==> src/rtl/regfile_write_arbiter_if.sv <==
// rtl/regfile_write_arbiter_if.sv - write sources and register-file write port bundle
interface regfile_write_arbiter_if #(
    parameter int DATA_W = 32,
    parameter int ADDR_W = 5
);
    logic              pipe_we;
    logic [ADDR_W-1:0] pipe_waddr;
    logic [DATA_W-1:0] pipe_wdata;
    logic              mc_valid;
    logic [ADDR_W-1:0] mc_waddr;
    logic [DATA_W-1:0] mc_wdata;
    logic              mc_ready;
    logic              rf_write_enable;
    logic [ADDR_W-1:0] rf_write_addr;
    logic [DATA_W-1:0] rf_write_data;

    modport master (
        output pipe_we, pipe_waddr, pipe_wdata,
        output mc_valid, mc_waddr, mc_wdata,
        input  mc_ready,
        input  rf_write_enable, rf_write_addr, rf_write_data
    );

    modport slave (
        input  pipe_we, pipe_waddr, pipe_wdata,
        input  mc_valid, mc_waddr, mc_wdata,
        output mc_ready,
        output rf_write_enable, rf_write_addr, rf_write_data
    );
endinterface

==> src/rtl/regfile_write_arbiter.sv <==
// rtl/regfile_write_arbiter.sv - register-file write port arbiter; optional WAW_SQUASH_EN
module regfile_write_arbiter #(
    parameter int DATA_W    = 32,
    parameter int ADDR_W    = 5,
    parameter int BUF_DEPTH = 4
) (
    input  logic                           clk,
    input  logic                           rst_n,
    regfile_write_arbiter_if.slave         bus,
    input  logic [ADDR_W-1:0]              chk_addr1,
    input  logic [ADDR_W-1:0]              chk_addr2,
    output logic                           busy1,
    output logic                           busy2,
    output logic [$clog2(BUF_DEPTH):0]     buf_count
);
    localparam int PTR_W = $clog2(BUF_DEPTH);
    localparam int CNT_W = PTR_W + 1;

    logic [ADDR_W-1:0]    addr_mem_q [BUF_DEPTH];
    logic [DATA_W-1:0]    data_mem_q [BUF_DEPTH];
    logic [BUF_DEPTH-1:0] live_q, live_d;
    logic [PTR_W-1:0]     head_q, head_d, tail_q, tail_d;
    logic [CNT_W-1:0]     count_q, count_d;
    logic                 wen_q, wen_d;
    logic [ADDR_W-1:0]    waddr_q, waddr_d;
    logic [DATA_W-1:0]    wdata_q, wdata_d;

    logic pipe_req, full, empty, push, pop;

    // A pipe write to r0 is treated as no request at all.
    assign pipe_req = bus.pipe_we && (bus.pipe_waddr != '0);
    assign full     = (count_q == CNT_W'(BUF_DEPTH));
    assign empty    = (count_q == '0);
    assign push     = bus.mc_valid && !full;
    assign pop      = !pipe_req && !empty;

    assign bus.mc_ready        = !full;
    assign bus.rf_write_enable = wen_q;
    assign bus.rf_write_addr   = waddr_q;
    assign bus.rf_write_data   = wdata_q;
    assign buf_count           = count_q;

    // Issue select: pipe wins, else the FIFO head (dead heads drain silently).
    always_comb begin
        wen_d   = 1'b0;
        waddr_d = waddr_q;
        wdata_d = wdata_q;
        if (pipe_req) begin
            wen_d   = 1'b1;
            waddr_d = bus.pipe_waddr;
            wdata_d = bus.pipe_wdata;
        end else if (pop && live_q[head_q]) begin
            wen_d   = 1'b1;
            waddr_d = addr_mem_q[head_q];
            wdata_d = data_mem_q[head_q];
        end
    end

    // FIFO pointers, occupancy and per-entry live bits.
    always_comb begin
        head_d  = pop  ? head_q + PTR_W'(1) : head_q;
        tail_d  = push ? tail_q + PTR_W'(1) : tail_q;
        count_d = count_q;
        case ({push, pop})
            2'b10:   count_d = count_q + CNT_W'(1);
            2'b01:   count_d = count_q - CNT_W'(1);
            default: count_d = count_q;
        endcase
        live_d = live_q;
        if (pop) begin
            live_d[head_q] = 1'b0;
        end
`ifdef WAW_SQUASH_EN
        // A younger pipe write kills every queued older write to the same register.
        if (pipe_req) begin
            for (int i = 0; i < BUF_DEPTH; i++) begin
                if (addr_mem_q[i] == bus.pipe_waddr) begin
                    live_d[i] = 1'b0;
                end
            end
        end
`endif
        if (push) begin
            live_d[tail_q] = (bus.mc_waddr != '0);
`ifdef WAW_SQUASH_EN
            if (pipe_req && (bus.mc_waddr == bus.pipe_waddr)) begin
                live_d[tail_q] = 1'b0;
            end
`endif
        end
    end

    // Pending-write hazard lookup over live entries and the output register.
    always_comb begin
        busy1 = wen_q && (waddr_q == chk_addr1);
        busy2 = wen_q && (waddr_q == chk_addr2);
        for (int i = 0; i < BUF_DEPTH; i++) begin
            if (live_q[i] && (addr_mem_q[i] == chk_addr1)) busy1 = 1'b1;
            if (live_q[i] && (addr_mem_q[i] == chk_addr2)) busy2 = 1'b1;
        end
        if (chk_addr1 == '0) busy1 = 1'b0;
        if (chk_addr2 == '0) busy2 = 1'b0;
    end

    // Control state and output register; reset discards all queued writes.
    always_ff @(posedge clk or negedge rst_n) begin
        if (!rst_n) begin
            live_q  <= '0;
            head_q  <= '0;
            tail_q  <= '0;
            count_q <= '0;
            wen_q   <= 1'b0;
            waddr_q <= '0;
            wdata_q <= '0;
        end else begin
            live_q  <= live_d;
            head_q  <= head_d;
            tail_q  <= tail_d;
            count_q <= count_d;
            wen_q   <= wen_d;
            waddr_q <= waddr_d;
            wdata_q <= wdata_d;
        end
    end

    // FIFO payload storage; validity is carried entirely by live_q and count_q.
    always_ff @(posedge clk) begin
        if (push) begin
            addr_mem_q[tail_q] <= bus.mc_waddr;
            data_mem_q[tail_q] <= bus.mc_wdata;
        end
    end
endmodule

==> src/flat_wrapper.sv <==
// flat-port wrapper written by rule: the top's interface ports become plain ports
module regfile_write_arbiter_flat 
#(
    parameter int DATA_W    = 32,
    parameter int ADDR_W    = 5,
    parameter int BUF_DEPTH = 4
)
  (clk, rst_n, chk_addr1, chk_addr2, busy1, busy2, buf_count, bus_pipe_we, bus_pipe_waddr, bus_pipe_wdata, bus_mc_valid, bus_mc_waddr, bus_mc_wdata, bus_mc_ready, bus_rf_write_enable, bus_rf_write_addr, bus_rf_write_data);
  regfile_write_arbiter_if #(.DATA_W(DATA_W), .ADDR_W(ADDR_W)) bus_i ();
  input  logic clk;
  input  logic rst_n;
  input  logic [ADDR_W-1:0] chk_addr1;
  input  logic [ADDR_W-1:0] chk_addr2;
  output logic busy1;
  output logic busy2;
  output logic [$clog2(BUF_DEPTH):0] buf_count;
  input wire logic [$bits(bus_i.pipe_we)-1:0] bus_pipe_we;
  input wire logic [$bits(bus_i.pipe_waddr)-1:0] bus_pipe_waddr;
  input wire logic [$bits(bus_i.pipe_wdata)-1:0] bus_pipe_wdata;
  input wire logic [$bits(bus_i.mc_valid)-1:0] bus_mc_valid;
  input wire logic [$bits(bus_i.mc_waddr)-1:0] bus_mc_waddr;
  input wire logic [$bits(bus_i.mc_wdata)-1:0] bus_mc_wdata;
  output wire logic [$bits(bus_i.mc_ready)-1:0] bus_mc_ready;
  output wire logic [$bits(bus_i.rf_write_enable)-1:0] bus_rf_write_enable;
  output wire logic [$bits(bus_i.rf_write_addr)-1:0] bus_rf_write_addr;
  output wire logic [$bits(bus_i.rf_write_data)-1:0] bus_rf_write_data;
  assign bus_i.pipe_we = bus_pipe_we;
  assign bus_i.pipe_waddr = bus_pipe_waddr;
  assign bus_i.pipe_wdata = bus_pipe_wdata;
  assign bus_i.mc_valid = bus_mc_valid;
  assign bus_i.mc_waddr = bus_mc_waddr;
  assign bus_i.mc_wdata = bus_mc_wdata;
  assign bus_mc_ready = bus_i.mc_ready;
  assign bus_rf_write_enable = bus_i.rf_write_enable;
  assign bus_rf_write_addr = bus_i.rf_write_addr;
  assign bus_rf_write_data = bus_i.rf_write_data;
  regfile_write_arbiter #(.DATA_W(DATA_W), .ADDR_W(ADDR_W), .BUF_DEPTH(BUF_DEPTH)) u_core (.clk(clk), .rst_n(rst_n), .bus(bus_i), .chk_addr1(chk_addr1), .chk_addr2(chk_addr2), .busy1(busy1), .busy2(busy2), .buf_count(buf_count));
endmodule
==> config.mk <==
export PLATFORM = sky130hd
export DESIGN_NAME = regfile_write_arbiter_flat
export DESIGN_NICKNAME = d
export VERILOG_FILES = /design/src/rtl/regfile_write_arbiter_if.sv /design/src/rtl/regfile_write_arbiter.sv /design/src/flat_wrapper.sv
export SDC_FILE = /design/constraint.sdc
export NUM_CORES = 1
export LEC_CHECK = 0
export BUFFER_PORTS_ARGS = -buffer_cell sky130_fd_sc_hd__buf_2
export CELL_PAD_IN_SITES_DETAIL_PLACEMENT = 1
export CELL_PAD_IN_SITES_GLOBAL_PLACEMENT = 1
export CORE_ASPECT_RATIO = 1.2
export CORE_MARGIN = 1.5
export CORE_UTILIZATION = 35
export DETAILED_ROUTE_END_ITERATION = 10
export GPL_TIMING_DRIVEN = 0
export PLACE_DENSITY_LB_ADDON = 0.1
export SLEW_MARGIN = 20
export SYNTH_ARGS = -nofsm -noshare
export SYNTH_HDL_FRONTEND = slang
export SYNTH_SLANG_ARGS = --single-unit
==> constraint.sdc <==
create_clock -name clk -period 3.7 [get_ports clk]
set_clock_uncertainty 0.2 [all_clocks]
set_input_delay 0.37 -clock clk [delete_from_list [all_inputs] [get_ports clk]]
set_output_delay 0.37 -clock clk [all_outputs]
set_load 0.1 [all_outputs]
==> out/results.ini, run 1 <==
[run_status]
status=completed

[timing]
period_share_pct=85.84
postLayoutSetupSlackWorst_ns=0.5240
unrepaired_setup_endpoints_after_global_routing=false
finalCriticalPeriod_ns=3.176
final.setup.tns_ns=0
final-max-slew-violation-count=0
relSlewSlack_pct=47.34
worst_pin_slew_ns=0.7900
setup_viol=0
final-hold-violation-count=0
max_clock_freq_mhz=314.9

[global_route]
gr-usage-met2_pct=32.62
overflow=0
first_global_vias=5744
met3_usage_pct=3.046
grt_antenna_before_repair=1
busiest_layer=met2
grt_pass1_wl_um=32690
grt_start_max_net_pins=50
met1_usage_pct=21.30
grt.total_usage_pct=17.88

[layout]
fillerInstances=2420
layout-drive-gt1-share_pct=30.01
utilization_pct=44.40
nNetsFinal=789
synthToLayoutAreaGrowth_pct=23.65
design_area_um2=10370
antennaDiodeCount=0

[synthesis]
async_set_or_reset_register_ratio_after_synthesis_pct=24.87
mappedNetlistArea_um2=8386
unique_masters_post_synth=31
syn-instance-count=512
postSynth.topFlopCell=sky130_fd_sc_hd__edfxtp_1
synth_warn=0
syn_area_per_cell_um2=16.38
ys_seq_elements=197
synth.yosys.seq_area_share_pct=67.62
synth_enable_flop_cells=148
mappedNetlistNets=610

[job]
max_cap_violations=0

[drt]
drc=0
postRouteWirelength_um=20980
via_count=4969
detail_route.iter0.violations=245
first_pass_detailed_route_iteration_total=4
ant_nets=0
routed_wire_length_per_instance_um=20.61
vias_per_cell=4.881

[clock_tree]
cts_inserted_buffers=17
clock_insertion_delay_worst_skew_ns=0.43
post_cts_resize_count=0
tritoncts_num_sinks=197
cts_root_buf=sky130_fd_sc_hd__clkbuf_16
clock_tree_from_tritoncts=yes
clkSlewWorstSetupHoldPaths_ns=0.08
clockBufferDepth=2
htreeDepth=4

[pwr]
totalPowerFinal_uw=9343
maximum_ir_drop_on_the_vdd_rail_mv=0.6012
powerDensity_nw_per_um2=901.1
leakage_uw=0.003933

[setup_path]
timing.critical_path.to_type=flop
critical_path_class=in -> reg
reg2reg_setup_slack_ns=1.24
crit_path_start_kind=input pin
worst_r2r_startpoint=u_core.buf_count[2]
crit_start=bus_pipe_waddr[0]
cp_data_required_time_ns=3.85
cp.arrival_ns=3.33
r2r.worst_path.cells=10
critical_path.reg2reg.endpoint=u_core.buf_count[2]
critical_path_peak_fanout=10

[place]
placement.setup.worst_slack_ns=0.6170
portBuffers=121
gp_routability_congestion=0.8110
dpl-instance-area_um2=9413
dpl.hpwl_um=14170

[floorplan]
die_height_um=172.6
die_area_um2=24900
initial_utilization_pct=35.90
number_of_placement_rows=61
placeableCoreArea_um2=23350
chipWidth_um=144.3
io_pins=132

[min_path]
holdPathEnd=u_core.bus.rf_write_addr[2]
worstHoldStart=bus_pipe_waddr[2]
hold_path_depth=3
hold_path.class=in -> reg

-- sequential cells by signal, summed over array words and instances, names as in the netlist --
signal and count:
u_core.live_q 4, u_core.bus.rf_write_addr 5, u_core.head_q 2, u_core.addr_mem_q 20, u_core.tail_q 2, u_core.bus.rf_write_enable 1, u_core.data_mem_q 128, u_core.buf_count 3
u_core.bus.rf_write_data 32
-- Yosys cell counts (all sizes together) (2+ instances only) --
| library cell | n | area share [%] |
|---|---|---|
| inv | 9 | 0.40 |
| ha | 9 | 1.3 |
| xor2 | 42 | 4.4 |
| o22a | 2 | 0.21 |
| nor4 | 10 | 0.75 |
| clkbuf | 15 | 0.67 |
| and3 | 4 | 0.30 |
| o21ai | 3 | 0.22 |
| edfxtp | 148 | 53 |
| nor2 | 39 | 1.7 |
| mux4 | 38 | 10 |
| nand3 | 18 | 1.1 |
| nand2 | 12 | 0.57 |
| mux2i | 41 | 4.9 |
| or4 | 4 | 0.36 |
| dfrtp | 49 | 15 |
| xnor2 | 13 | 1.4 |
| a21oi | 36 | 2.1 |
| buf | 16 | 1.3 |
-- repair_timing --
item	CTS	global route
hold buffers	39	0
endpoints found under the setup margin	0	0
setup buffers	0	0
hold endpoints to repair	195	0
-- power by group --
| part | total (uW) | internal [uW] | switching [uW] | leakage (uW) |
|---|---|---|---|---|
| Combinational | 4230 | 1120 | 3110 | 0.00175 |
| Clock | 1780 | 895 | 888 | 0.000271 |
| Sequential | 3330 | 3020 | 306 | 0.00191 |
-- per-layer routing --
| metal | part of all wire (%) | vias to the layer above | routed length, um |
|---|---|---|---|
| met5 | 0.033 | - | 7 |
| li1 | - | 2283 | - |
| met3 | 2.9 | 22 | 617 |
| met4 | 1.6 | 2 | 327 |
| met2 | 54 | 104 | 11360 |
| met1 | 41 | 2558 | 8667 |
-- logic make-up after synthesis --
logic type                 share of synthesized area (%)
adders and majority gates                          1.582
xor gates and xnor gates                           5.745
DFF                                                67.62
muxes                                              15.10
and+or+nand+nor                                    4.939
AOI/OAI and AO/OA                                  2.656
buffers and inverters                              2.357
-- critical path, stage by stage --
cell and delay (ns):
sky130_fd_sc_hd__dlygate4sd3_1 0.53, sky130_fd_sc_hd__buf_2 0.12, sky130_fd_sc_hd__or4_1 0.54, sky130_fd_sc_hd__o21ai_2 0.27, sky130_fd_sc_hd__buf_6 0.23, sky130_fd_sc_hd__nand2_1 0.11
sky130_fd_sc_hd__inv_2 0.12, sky130_fd_sc_hd__ha_1 0.19, sky130_fd_sc_hd__inv_1 0.06, sky130_fd_sc_hd__fa_1 0.37, sky130_fd_sc_hd__xor2_1 0.15, sky130_fd_sc_hd__nor2_1 0.11
sky130_fd_sc_hd__xor2_1 0.16
-- placed cells by master (no fill, tap or decap), drive strengths merged, types with 16 or more instances in the layout --
cell type    count
edfxtp         148
buf            137
dfrtp           49
xor2            42
mux2i           41
nor2            39
dlygate4sd3     39
mux4            38
a21oi           36
clkbuf          33
nand3           18
inv             16
-- through the flow --
step	hold slack (ns)	instances
floorplan	-0.1256	512
global placement	0.2981	948
detailed placement	0.3067	948
CTS	0.006252	1018
global route	0.007207	1018
finish	0.01461	1018
-- worst max-delay path by stage --
| stage | end | cells after the start |
|---|---|---|
| finish | u_core.buf_count[2] | 13 |
| global route | u_core.buf_count[2] | 13 |
| CTS | u_core.buf_count[2] | 13 |
| detailed placement | u_core.buf_count[2] | 12 |
| global placement | u_core.data_mem_q[0][28] | 3 |
| floorplan | u_core.buf_count[2] | 9 |
-- cell type report --
type | instances | area [um^2] | area share [%]
Buffer | 31 | 163.9 | 1.581
Sequential cell | 197 | 5670 | 54.69
Multi-Input combinational cell | 275 | 2542 | 24.52
Clock inverter | 13 | 136.4 | 1.315
Clock buffer | 18 | 429.2 | 4.139
Timing Repair Buffer | 160 | 998.5 | 9.630
Tap cell | 315 | 394.1 | 3.801
Inverter | 9 | 33.78 | 0.3258
Note: power is estimated with default switching activity, not from simulation.
==> inputs of run 2 (changes only) <==
CTS_BUF_LIST = sky130_fd_sc_hd__clkbuf_4   (was not set)
==> out/results.ini, run 2 (synthesis gave the netlist of run 1 again) <==
[floorplan]
die_height_um=172.6
placeableCoreArea_um2=23350
initial_utilization_pct=35.90
io_pins=132
chipWidth_um=144.3
die_area_um2=24900
number_of_placement_rows=61

[setup_path]
cp.arrival_ns=2.52
critical_path_class=reg -> out
cp_data_required_time_ns=3.13
reg2reg_setup_slack_ns=1.23
critical_path.reg2reg.endpoint=u_core.buf_count[2]
critPathSlowestCell=sky130_fd_sc_hd__edfxtp_1
r2r.worst_path.cells=10
timing.critical_path.to_type=primary output
crit_family=simple AND/OR/NAND/NOR gates
worst_r2r_startpoint=u_core.buf_count[2]
critical_path_peak_fanout=3
timing.critical_path.cells=xor2_1 -> nor4_1 -> nand3_1 -> nand3_1 -> o22a_1 -> buf_2
cp_slowest_stage_delay_ns=0.51
crit_buf_inv=1
crit_path_start_kind=flop
timing.critical_path.depth=6
timing.critical_path.mode_cell=sky130_fd_sc_hd__nand3_1

[layout]
fillerInstances=2435
synthToLayoutAreaGrowth_pct=24.71
flip_flop_count_of_the_largest_register_all_copies_and_words_added=128
registers.top_by_ff_count=u_core.data_mem_q
design_area_um2=10460
layout-drive-gt1-share_pct=28.61
leading_cell_type_in_the_layout_fill_and_taps_excluded=sky130_fd_sc_hd__edfxtp_1
final_cell_mix=sky130_fd_sc_hd__edfxtp_1 (148), sky130_fd_sc_hd__buf_2 (128), sky130_fd_sc_hd__dlygate4sd3_1 (77)
nNetsFinal=827

[pwr]
leakage_uw=0.003962
maximum_ir_drop_on_the_vdd_rail_mv=0.4047
seq_power_share_pct=38.2
power_frac_comb_pct=49.1
total_switching_power_uw=4236
switching_share_pct=48.67
clock_network_fraction_of_design_power_pct=12.7
internal-power_uw=4468
powerDensity_nw_per_um2=832.3

[job]
max_cap_violations=0

[clock_tree]
clkSlewWorstSetupHoldPaths_ns=0.20
clockBufferDepth=2
cts_inserted_buffers=17
cts_root_buf=sky130_fd_sc_hd__clkbuf_4
htreeDepth=4
postCtsSetupBuffers=0
tritoncts_num_sinks=197
clock_insertion_delay_worst_skew_ns=0.57
clock_tree_from_tritoncts=yes

[place]
gp_routability_congestion=0.8110
portBuffers=121
dpl-instance-area_um2=9413
placement.setup.worst_slack_ns=0.6170
dpl.hpwl_um=14170

[global_route]
first_global_vias=5945
grt_antenna_before_repair=1
grt_start_max_net_pins=50
grt.total_usage_pct=18.30
grt_pass1_wl_um=33520
overflow=0

[drt]
postRouteWirelength_um=21500
ant_nets=0
detail_route.iter0.violations=263
via_count=5114
vias_per_cell=4.838
drc=0
routed_wire_length_per_instance_um=20.34
first_pass_detailed_route_iteration_total=4

[timing]
period_share_pct=83.45
worst_pin_slew_ns=0.7842
max_clock_freq_mhz=323.9
postLayoutSetupSlackWorst_ns=0.6125
setup_viol=0
finalCriticalPeriod_ns=3.087
unrepaired_setup_endpoints_after_global_routing=false
worst_hold_slack_ns=0.1740
final.setup.tns_ns=0
final-max-slew-violation-count=0
relSlewSlack_pct=47.72
final-hold-violation-count=0

[run_status]
status=completed

[min_path]
hold_path.class=in -> async

-- run 2: power by group through the flow --
stage / clock [uW] / sequential [uW] / combinational [uW]
after floorplan: 0 / 4950 / 1660
after global placement: 0 / 3360 / 4200
final: 1110 / 3320 / 4270
after detailed placement: 0 / 3380 / 4280
after CTS: 1150 / 3330 / 4350
after global routing: 1220 / 3400 / 4540
-- run 2: how the worst max path moves through the flow --
stage,from,to,slack [ns]
floorplan,u_core.buf_count[2],u_core.buf_count[2],0.32
CTS,u_core.addr_mem_q[2][3],busy1,0.55
global route,u_core.addr_mem_q[0][1],busy1,0.41
global placement,u_core.tail_q[0],u_core.data_mem_q[0][28],0.63
finish,u_core.addr_mem_q[2][3],busy1,0.61
detailed placement,bus_pipe_waddr[0],u_core.buf_count[2],0.62
-- run 2: metrics by stage --
stage                     utilization, %  power [uW]  cells
after floorplan                        -        6611    512
after global placement             40.21        7563    948
after detailed placement           40.30        7668    948
after CTS                          44.77        8840   1056
after global routing               44.78        9160   1057
final                              44.78        8704   1057
-- run 2: cell type report --
type	instances	area (um^2)	area share [%]
tap	315	394.1	3.769
buffer	31	163.9	1.567
inverter	9	33.78	0.3230
clock inverter	13	136.4	1.304
sequential	197	5670	54.22
timing repair buffer	198	1379	13.18
multi-input combinational	275	2542	24.31
clock buffer	18	135.1	1.292
antenna	1	2.502	0.02393
-- run 2: repair_timing --
item                                   CTS  global route
endpoints found under the hold margin  239             0
gates resized for setup                  0             0
hold buffers                            77             0
-- run 2: metal layers --
layer | wire length [um] | up-vias | share of wire (%) | global-route usage, %
met5 | 0 | - | 0 | 0
met4 | 357 | 0 | 1.7 | 5.261
met3 | 637 | 24 | 3.0 | 3.268
met2 | 11680 | 107 | 54 | 33.61
met1 | 8828 | 2624 | 41 | 21.56
li1 | - | 2359 | - | -
-- run 2: worst reg2reg max path: cells and delay by family (launching register included) --
| kind | cells | cell delay [ns] |
|---|---|---|
| xor gates and xnor gates | 2 | 0.31 |
| adders and majority gates | 2 | 0.56 |
| buffers and inverters | 3 | 0.48 |
| DFF | 1 | 0.44 |
| and+or+nand+nor | 3 | 0.44 |
